<file path="config.mk">
export PLATFORM = sky130hd
export DESIGN_NAME = async_fifo
export DESIGN_NICKNAME = d
export VERILOG_FILES = /design/src/rtl/async_fifo_pkg.sv /design/src/rtl/sync_2ff.sv /design/src/rtl/async_fifo.sv
export SDC_FILE = /design/constraint.sdc
export NUM_CORES = 1
export LEC_CHECK = 0
export ABC_AREA = 1
export CAP_MARGIN = 0
export CORE_MARGIN = 5
export CORE_UTILIZATION = 50
export CTS_CLUSTER_SIZE = 8
export DETAILED_ROUTE_END_ITERATION = 10
export GPL_ROUTABILITY_DRIVEN = 0
export PLACE_DENSITY = 0.7
export SYNTH_ARGS = -nofsm -noshare
export SYNTH_HDL_FRONTEND = slang
export SYNTH_SLANG_ARGS = --single-unit
</file>
<file path="constraint.sdc">
create_clock -name clk -period 2.7 [get_ports clk]
set_input_delay 0.27 -clock clk [delete_from_list [all_inputs] [get_ports clk]]
set_output_delay 0.27 -clock clk [all_outputs]
set_load 0.01 [all_outputs]
</file>
<file path="src/rtl/async_fifo_pkg.sv">
// Shared constants and Gray-code helpers for async_fifo.
// Functions work on GRAY_MAX_W bits; callers zero-extend and truncate to their pointer width.
package async_fifo_pkg;

  localparam int DEF_DATA_WIDTH = 16;
  localparam int DEF_ADDR_WIDTH = 4;
  localparam int GRAY_MAX_W     = 32;

  function automatic logic [GRAY_MAX_W-1:0] bin2gray(input logic [GRAY_MAX_W-1:0] bin);
    return bin ^ (bin >> 1);
  endfunction

  function automatic logic [GRAY_MAX_W-1:0] gray2bin(input logic [GRAY_MAX_W-1:0] gray);
    logic [GRAY_MAX_W-1:0] bin;
    bin[GRAY_MAX_W-1] = gray[GRAY_MAX_W-1];
    for (int i = GRAY_MAX_W - 2; i >= 0; i--) begin
      bin[i] = bin[i+1] ^ gray[i];
    end
    return bin;
  endfunction

endpackage

</file>
<file path="src/rtl/sync_2ff.sv">
// Two-flop synchroniser, WIDTH bits wide, async active-low reset.
// Inputs must change at most one bit per source cycle (e.g. Gray-coded pointers).
module sync_2ff #(
  parameter int WIDTH = 1
) (
  input  logic             clk,
  input  logic             rst_n,
  input  logic [WIDTH-1:0] d_i,
  output logic [WIDTH-1:0] q_o
);

  logic [WIDTH-1:0] meta_q;
  logic [WIDTH-1:0] sync_q;

  // NOTE: sequential state always uses non-blocking assignments so both stages
  // sample their inputs from before the edge; blocking here would collapse them.
  always_ff @(posedge clk or negedge rst_n) begin
    if (!rst_n) begin
      meta_q <= '0;
      sync_q <= '0;
    end else begin
      meta_q <= d_i;
      sync_q <= meta_q;
    end
  end

  assign q_o = sync_q;

endmodule

</file>
<file path="src/rtl/async_fifo.sv">
// Gray-pointer-ready FIFO on a single clock. Define ASYNC_FIFO_SYNC_EN to cross
// the pointers through two-flop synchronisers and compare them in Gray code.
module async_fifo
  import async_fifo_pkg::*;
#(
  parameter int DATA_WIDTH = DEF_DATA_WIDTH,
  parameter int ADDR_WIDTH = DEF_ADDR_WIDTH
) (
  input  logic                  clk,
  input  logic                  rst_n,
  input  logic [DATA_WIDTH-1:0] wr_data,
  input  logic                  wr_en,
  output logic                  full,
  input  logic                  rd_en,
  output logic [DATA_WIDTH-1:0] rd_data,
  output logic                  empty
);

  localparam int DEPTH = 2 ** ADDR_WIDTH;
  localparam int PTR_W = ADDR_WIDTH + 1;

  logic [DATA_WIDTH-1:0] mem_q [DEPTH];
  logic [PTR_W-1:0]      wr_ptr_q, wr_ptr_d;
  logic [PTR_W-1:0]      rd_ptr_q, rd_ptr_d;
  logic [DATA_WIDTH-1:0] rd_data_q, rd_data_d;
  logic                  push, pop;

  assign push = wr_en && !full;
  assign pop  = rd_en && !empty;

  // NOTE: every always_comb output gets a value on every path, so no latch is inferred.
  always_comb begin
    wr_ptr_d  = wr_ptr_q;
    rd_ptr_d  = rd_ptr_q;
    rd_data_d = rd_data_q;
    if (push) begin
      wr_ptr_d = wr_ptr_q + PTR_W'(1);
    end
    if (pop) begin
      rd_ptr_d  = rd_ptr_q + PTR_W'(1);
      rd_data_d = mem_q[rd_ptr_q[ADDR_WIDTH-1:0]];
    end
  end

  always_ff @(posedge clk or negedge rst_n) begin
    if (!rst_n) begin
      wr_ptr_q  <= '0;
      rd_ptr_q  <= '0;
      rd_data_q <= '0;
    end else begin
      wr_ptr_q  <= wr_ptr_d;
      rd_ptr_q  <= rd_ptr_d;
      rd_data_q <= rd_data_d;
    end
  end

  // NOTE: the storage array has no reset; resetting the pointers alone makes every
  // entry unreadable, and leaving the array unreset lets it map to plain RAM.
  always_ff @(posedge clk) begin
    if (push) begin
      mem_q[wr_ptr_q[ADDR_WIDTH-1:0]] <= wr_data;
    end
  end

  assign rd_data = rd_data_q;

`ifdef ASYNC_FIFO_SYNC_EN
  // Gray full pattern: top two bits inverted, the rest equal.
  localparam logic [PTR_W-1:0] FULL_MASK = PTR_W'(3) << (PTR_W - 2);

  logic [PTR_W-1:0] wr_gray, rd_gray;
  logic [PTR_W-1:0] wr_gray_rs, rd_gray_ws;

  assign wr_gray = PTR_W'(bin2gray(GRAY_MAX_W'(wr_ptr_q)));
  assign rd_gray = PTR_W'(bin2gray(GRAY_MAX_W'(rd_ptr_q)));

  sync_2ff #(.WIDTH(PTR_W)) u_sync_wr2rd (
    .clk   (clk),
    .rst_n (rst_n),
    .d_i   (wr_gray),
    .q_o   (wr_gray_rs)
  );

  sync_2ff #(.WIDTH(PTR_W)) u_sync_rd2wr (
    .clk   (clk),
    .rst_n (rst_n),
    .d_i   (rd_gray),
    .q_o   (rd_gray_ws)
  );

  assign empty = (rd_gray == wr_gray_rs);
  assign full  = (wr_gray == (rd_gray_ws ^ FULL_MASK));
`else
  localparam logic [PTR_W-1:0] WRAP_BIT = PTR_W'(1) << ADDR_WIDTH;

  assign empty = (rd_ptr_q == wr_ptr_q);
  assign full  = (wr_ptr_q == (rd_ptr_q ^ WRAP_BIT));
`endif

endmodule

</file>
==> impl_metrics.yaml <==
clock_network:
  htreeDepth: 2
  cts_root_buf: "clkbuf_16"
  cts_setup_buffers: 0
  cts.repair.resized: 0
  clk_latency_ns: 0.52
  cts_tree: "yes"
  clk_pin_slew_worst_paths_ns: 0.05
  clk_path_buf_depth: 3
  ctsHoldBuffers: 0
  numCtsBuffers: 41
  clkSinkCount: 282
min_path:
  hp-class: "primary input to asynchronous set/reset pin"
synth:
  yosysTopAreaCellShare_pct: 61.28
  synth_common_cells: "nand2_1 (469), edfxtp_1 (256), inv_1 (253), nand3_1 (163), buf_2 (27)"
  yosysWarningCount: 0
  synth_area_leaders: "edfxtp_1 (61%), nand2_1 (14%), inv_1 (7.6%)"
  async_flop_share_pct: 9.220
  yosysTopAreaCell: "edfxtp_1"
  synth.most_common_cell: "nand2_1"
  syn-mean-instance-area_sq_um: 9.901
  netlist_area_sq_mm: 0.01254
  synth_edf_count: 256
  synth-seq-cells: 282
  ys_seq_area_share_pct: 66.47
  synth_nets: 1292
  netlist_instances: 1267
  ys_types: 23
  synth_flop_cell: "edfxtp_1"
placement:
  port_buffers: 37
  dp_hpwl_mm: 17.20
  dp.cells: 1612
die:
  die_y_um: 168.4
  die_w_um: 168.4
  io-pin-count: 38
  rows: 58
  die-area_sq_mm: 0.02836
  coreArea_sq_mm: 0.02496
  start_util_pct: 50.25
power:
  max-vdd-ir-drop_uv: 816.7
  finalPower_mw: 15.03
  p_per_area_mw_per_mm2: 1035
  p_leak_nw: 6.501
run:
  drv_cap: 0
setup_path:
  worstSetupPathType: "register to output port"
  reg2reg_from: "wr_ptr_q[0]$_DFFE_PN0P_"
  critPathLaunchType: "register"
  critPathArrivalTime_ns: 2.10
  startpoint: "wr_ptr_q[0]$_DFFE_PN0P_"
  crit_fanout: 6
  endpoint_kind: "output port"
  required_ns: 2.43
sta:
  fmax_mhz: 421.4
  finalMaxSlewViolations: 0
  worst_pin_slew_ns: 1.067
  min_period_ns: 2.373
  setup_tns_ns: 0
  finalHoldViolations: 0
  final.period_utilization_pct: 87.89
  setup_viol: 0
  worst_slew_margin_rel_pct: 28.77
  fin_worst_skew_ns: 0.01180
  grt_setup_unrepaired: "no"
drt:
  first_pass_iters: 6
  vias_per_cell: 4.937
  drc_errors: 0
  routed_wl_mm: 28.97
  antenna_left: 0
  vias: 8333
  post_drt_wl_per_cell_um: 17.16
  drtIter0Drc: 730
global_route:
  track_usage_pct: 20.58
  antenna_found_initial: 0
  grt_pass1_vias: 8292
  grt_overflow: 0
  grt_start_max_net_pins: 130
  grt_pass1_wl_mm: 45.38
run_status:
  outcome: "complete, no violations"
cells_and_area:
  final_cells: 1688
  num_antenna_cells: 0
  fin_nets: 1350
  areaGrowthSynthToFinish_pct: 15.71
  drive_gt1_share_pct: 7.879
[per-layer routing]
metal,GRT usage (%),part of all wire (%),vias to the layer above
met5,0,0,-
met4,6.281,2.6,0
li1,-,-,4101
met2,35.62,50,254
met3,2.747,6.0,48
met1,27.22,42,3930
[power by group]
part	total, mW	switching [mW]	leakage, nW	internal [mW]
Combinational	4.73	3.26	3.29	1.47
Clock	4.73	1.77	0.575	2.96
Sequential	5.57	0.256	2.63	5.32
Total	15.0	5.28	6.50	9.74
[worst paths after layout]
check | end | cells past startpoint | slack, ns
setup / recovery | empty | 7 | 0.33
hold / removal | rd_data[14]$_DFFE_PN0P_ | 1 | 0.28
setup reg to reg | mem_q[15][11]$_DFFE_PP_ | 7 | 0.39
hold reg to reg | rd_data[14]$_DFFE_PN0P_ | 2 | 0.47
max in group asynchronous | rd_ptr_q[2]$_DFFE_PN0P_ | 2 | 1.70
min in group clk | rd_data[14]$_DFFE_PN0P_ | 2 | 0.47
[layout make-up]
class	count	area, sq um
Fill cell	2117	10450
Timing Repair Buffer	71	638.1
Tap cell	330	412.9
Inverter	258	970.9
Multi-Input combinational cell	671	2940
Clock buffer	74	1192
Clock inverter	2	17.52
Sequential cell	282	8343
[cells in the final DEF, fill, tap and decap left out, drive strengths merged, types with 3 or more instances in the layout]
cell type	synthesis	final
nand3	165	165
edfxtp	256	256
inv	257	258
ha	5	5
nand2	471	471
buf	51	34
clkdlybuf4s50	0	37
nor3	15	15
dfrtp	26	26
nor2	3	3
xor2	5	5
xnor2	4	4
clkbuf	5	74
[stage by stage]
stage / util [%] / hold slack, ns / area, sq um / setup slack [ns]
final: 58.14 / 0.2799 / 14520 / 0.3269
after global routing: 58.14 / 0.3199 / 14520 / 0.1846
after CTS: 58.14 / 0.2784 / 14520 / 0.2983
after detailed placement: 53.30 / 0.4649 / 13310 / 0.3748
after global placement: 53.30 / 0.4681 / 13310 / 0.4437
after floorplan: - / -0.02559 / 12540 / 0.1110
[kinds of logic after synthesis]
family          synth area share [%]
simple gates                   21.54
buf+inv                        10.71
flops                          66.47
xor+xnor                      0.6283
fa+ha+maj                     0.4987
compound gates                0.1496
[sequential cells by signal, summed over array words and instances (netlist names)]
register and cells:
rd_data 16, mem_q 256, wr_ptr_q 5, rd_ptr_q 5
[worst max-delay path: stages, from the launching register on]
cell	delay [ns]
dfrtp_1	0.44
inv_1	0.12
nand2_1	0.08
nand2_1	0.06
a21oi_2	0.16
nand3_2	0.14
inv_1	0.07
clkdlybuf4s50_1	0.53
Power figures use the tool's default switching activity.
